==> src/rtl/csa_resolve_adder.sv <==
// Resolves a carry-save pair into one binary value, adding SEG_W bits per cycle
// with a registered carry between segments; result carries the final carry-out in bit WIDTH.
module csa_resolve_adder #(
  parameter int unsigned WIDTH = 128,
  parameter int unsigned SEG_W = 32
) (
  input  logic             clk,
  input  logic             reset,
  input  logic             in_valid,
  output logic             in_ready,
  input  logic [WIDTH-1:0] sum_in,
  input  logic [WIDTH-1:0] carry_in,
  output logic             out_valid,
  input  logic             out_ready,
  output logic [WIDTH:0]   result,
  output logic             busy,
  output logic [1:0]       dbg_state
);

  // Handshake: a transfer happens on a rising edge where valid && ready are both high;
  // valid never waits on ready, and ready/valid here are decoded from state alone.

  localparam int unsigned NUM_SEG = WIDTH / SEG_W;
  localparam int unsigned CNT_W   = (NUM_SEG > 1) ? $clog2(NUM_SEG) : 1;
  localparam logic [CNT_W-1:0] LAST_SEG = CNT_W'(NUM_SEG - 1);

  typedef enum logic [1:0] {
    S_IDLE = 2'd0,
    S_ADD  = 2'd1,
    S_DONE = 2'd2
  } state_e;

  state_e             state_q, state_d;
  logic [WIDTH-1:0]   a_q, a_d;
  logic [WIDTH-1:0]   b_q, b_d;
  logic [CNT_W-1:0]   seg_cnt_q, seg_cnt_d;
  logic               cy_q, cy_d;
  logic [WIDTH:0]     result_q, result_d;

  logic [SEG_W:0]     seg_sum;
  int unsigned        seg_lsb;
  logic               last_seg;

  always_comb begin
    seg_lsb   = 32'(seg_cnt_q) * SEG_W;
    last_seg  = (seg_cnt_q == LAST_SEG);
    seg_sum   = {1'b0, a_q[seg_lsb +: SEG_W]} + {1'b0, b_q[seg_lsb +: SEG_W]}
              + {{SEG_W{1'b0}}, cy_q};

    state_d   = state_q;
    a_d       = a_q;
    b_d       = b_q;
    seg_cnt_d = seg_cnt_q;
    cy_d      = cy_q;
    result_d  = result_q;

    case (state_q)
      S_IDLE: begin
        if (in_valid) begin
          a_d       = sum_in;
          b_d       = carry_in;
          seg_cnt_d = '0;
          cy_d      = 1'b0;
          result_d  = '0;
          state_d   = S_ADD;
        end
      end
      S_ADD: begin
        result_d[seg_lsb +: SEG_W] = seg_sum[SEG_W-1:0];
        cy_d = seg_sum[SEG_W];
        // The counter parks on the last segment rather than wrapping; accept reloads it.
        if (last_seg) begin
          result_d[WIDTH] = seg_sum[SEG_W];
          state_d         = S_DONE;
        end else begin
          seg_cnt_d = seg_cnt_q + CNT_W'(1);
        end
      end
      S_DONE: begin
        if (out_ready) state_d = S_IDLE;
      end
      default: state_d = S_IDLE;
    endcase
  end

  always_ff @(posedge clk) begin
    if (reset) begin
      state_q   <= S_IDLE;
      a_q       <= '0;
      b_q       <= '0;
      seg_cnt_q <= '0;
      cy_q      <= 1'b0;
      result_q  <= '0;
    end else begin
      state_q   <= state_d;
      a_q       <= a_d;
      b_q       <= b_d;
      seg_cnt_q <= seg_cnt_d;
      cy_q      <= cy_d;
      result_q  <= result_d;
    end
  end

  assign in_ready  = (state_q == S_IDLE);
  assign out_valid = (state_q == S_DONE);
  assign busy      = (state_q != S_IDLE);
  assign result    = result_q;
  assign dbg_state = state_q;

endmodule

==> config.mk <==
export PLATFORM = sky130hd
export DESIGN_NAME = csa_resolve_adder
export DESIGN_NICKNAME = d
export VERILOG_FILES = /design/src/rtl/csa_resolve_adder.sv
export SDC_FILE = /design/constraint.sdc
export NUM_CORES = 1
export LEC_CHECK = 0
export ABC_AREA = 1
export BUFFER_PORTS_ARGS = -buffer_cell sky130_fd_sc_hd__buf_2
export CAP_MARGIN = 10
export CORE_ASPECT_RATIO = 1.75
export CORE_MARGIN = 2
export CORE_UTILIZATION = 52
export CTS_CLUSTER_SIZE = 12
export DETAILED_ROUTE_END_ITERATION = 8
export PLACE_DENSITY = 0.88
export SYNTH_ARGS = -nofsm -noshare
export SYNTH_HDL_FRONTEND = slang
export SYNTH_SLANG_ARGS = --single-unit
export TNS_END_PERCENT = 5
==> constraint.sdc <==
create_clock -name clk -period 4.72 [get_ports clk]
set_clock_uncertainty 0.05 [all_clocks]
set_input_delay 0.944 -clock clk [delete_from_list [all_inputs] [get_ports clk]]
set_output_delay 0.944 -clock clk [all_outputs]
set_load 0.005 [all_outputs]
==> impl_metrics.ini <==
[clock_tree]
htree_num_levels = 2
cts_resized = 0
clk_pin_slew_worst_paths_ps = 60
cts_setup_buffers = 0
cts_buffers = 39
cts_hold_buf = 0
root_buffer = clkbuf_16
clock-sinks = 390
cts_tree = done
cts_buffer_depth = 3
insertion_delay_ps = 550

[power_and_ir_drop]
internal-power_mw = 5.85
clockPowerShare_pct = 33.0
power_density_nw_per_um2 = 413
p_seq_share_pct = 41.8
power_leakage_nw = 9.71
ir_drop_mv = 0.274
p_switching_mw = 2.86
switching_share_pct = 32.8
share_comb_of_total_power_pct = 25.2

[yosys]
netlist_area_um2 = 17900
synth_area_leaders = dfxtp_1 (44%), nor2_1 (15%), o21ai_0 (11%)
ys_types = 35
syn_nets = 2935
ys_warn_count = 0
yosysSeqAreaShare_pct = 43.6
avgSynthCellArea_um2 = 6.79
yosysTopAreaCell = dfxtp_1
ys_ff_latch = 390
synth_cells = 2638
synth_top_area_share_pct = 43.6

[outcome]
violations = DRC
status = complete, but fails checks

[detailed_routing]
vias_per_cell = 5.55
drt_iter0_drc = 1303
ant_nets = 0
wirelength_um = 57800
drc = 1
vias = 18800
wl_per_cell_um = 17.1
first_pass_iters = 7

[global_route]
grt_pass1_vias = 17700
grt_use_total_pct = 31.0
grt_max_degree = 185
antenna_found_initial = 6
grt-ovfl-total = 0
grt_pass1_wl_um = 88900

[cells_and_area]
drive_above_1_share_pct = 17.2
final_cell_count_no_fill = 3380
seq_area_um2 = 7810
nets = 3208
layout_commonest_cell = nor2_1
final_cell_mix = nor2_1 (693), nand2_1 (445), buf_2 (392)
multi_input_area_um2 = 8850
area_growth_syn_to_layout_pct = 17.7
fill_cells = 3095

[timing]
finalWorstSetupSlack_ps = 1030
setup_viol = 0
hold_violations = 0
finalCriticalPeriod_ps = 3690
holdWs_ps = 411
drv_slew = 0
clock.fmax_ghz = 0.271
worst_slew_pin_slew_ps = 1180
setup_tns_ps = 0
period_share_pct = 78.1
slew_headroom_pct = 21.1
rsz0062_at_grt = no

[die]
dieArea_um2 = 36000
fp.dieH_um = 249
start_util_pct = 52.9
pin_count = 394
fp.coreArea_um2 = 33900
die_w_um = 144
rows = 89

[worst_setup_path]
cp-end-kind = flop
crit_arrival_ps = 4090
start_kind = flop
r2r-start = seg_cnt_q[1]$_SDFFE_PP0P_
startpoint = seg_cnt_q[1]$_SDFFE_PP0P_
critPathKind = flop to flop
required_ps = 5120
crit_fanout = 60

[hold_path]
hp-class = flop to flop
hold_start = result[101]$_SDFFE_PP0P_

[placed_design]
portBuffers = 393
pre_cts_ws_ps = 1210
dp.final_hpwl_um = 41700
dp.cells = 3325
gp_congestion = 0.974

[job]
drv_cap = 0
[metrics by stage]
stage	utilization [%]	instance area [um^2]	power (mW)
floorplan	-	17900	5.14
global placement	58.9	19900	5.81
detailed placement	58.9	19900	5.85
CTS	62.2	21100	8.70
global route	62.2	21100	9.09
finish	62.2	21100	8.71
[critical path: stages (launching register included)]
cell	delay, ps
dfxtp_2	460
inv_2	170
buf_4	540
o21ai_0	260
o22ai_1	340
fa_1	340
nand3_1	110
nand3_1	160
nand3_1	110
nand2_1	220
xor2_1	290
and2_1	240
nand3_1	120
a21oi_1	170
[flip-flops by register name (all words and copies together) (netlist names)]
signal / count
result: 129
a_q: 128
b_q: 128
dbg_state: 2
seg_cnt_q: 2
cy_q: 1
[final timing paths]
kind / endpoint / slack (ps) / cells after the start
worst max register to register: result[108]$_SDFFE_PP0P_ / 1030 / 13
worst max-delay path: result[108]$_SDFFE_PP0P_ / 1030 / 13
worst min-delay path: result[101]$_SDFFE_PP0P_ / 410 / 2
worst min register to register: result[101]$_SDFFE_PP0P_ / 410 / 2
[layer usage]
metal	vias up	wire, um	global-route usage (%)
li1	9053	-	-
met1	8562	21100	35.1
met2	931	28900	54.3
met3	205	3720	3.15
met4	0	3970	20.2
met5	-	0	0
[power by group through the flow]
| stage | clock [mW] | combinational (mW) | sequential [mW] |
|---|---|---|---|
| 3_3_place_gp | 0 | 2.12 | 3.69 |
| 2_1_floorplan | 0 | 1.48 | 3.66 |
| 3_5_place_dp | 0 | 2.15 | 3.70 |
| 4_1_cts | 2.90 | 2.16 | 3.63 |
| 6_report | 2.88 | 2.19 | 3.64 |
| 5_1_grt | 3.00 | 2.43 | 3.66 |
[synth_stat cells]
cell      number
nand2_1      446
inv_2          3
o21bai_1       1
clkinv_1       1
a211oi_1       1
clkbuf_1     125
nand2_2        6
buf_2         48
o21ai_0      385
o22ai_1       65
nand3_1       63
nand4_1       30
ha_1          35
and2_1         2
or2_0          2
o21ai_1        2
nor3_2         1
dfxtp_1      390
and3_1         2
xnor2_1        3
buf_1          6
fa_1           2
nand3_2        4
a21oi_2        8
xor2_2         4
nor2_1       695
a21oi_1      142
a41oi_1        1
nor4_4         1
a21o_1         1
xor2_1         8
a22oi_1        2
inv_1        137
nor2_2         7
nor3_1         9
[cell type report]
type                            instances  area share (%)
Antenna cell                            5          0.0594
Clock buffer                           45            4.93
Clock inverter                          5           0.428
Inverter                              141            2.58
Multi-Input combinational cell       1928            42.0
Sequential cell                       390            37.1
Tap cell                              455            2.70
Timing Repair Buffer                  411            10.2
[logic make-up (layout without fill, tap and decap cells)]
group / after synthesis / after routing / synth area share, %
and+or+nand+nor: 1268 / 1268 / 28.1
other: 0 / 5 / 0
xor gates and xnor gates: 15 / 15 / 0.902
DFF: 390 / 390 / 43.6
AOI/OAI and AO/OA: 608 / 608 / 17.7
buffers and inverters: 320 / 602 / 7.05
adders and majority gates: 37 / 37 / 2.67
Note: power is estimated with default switching activity, not from simulation.
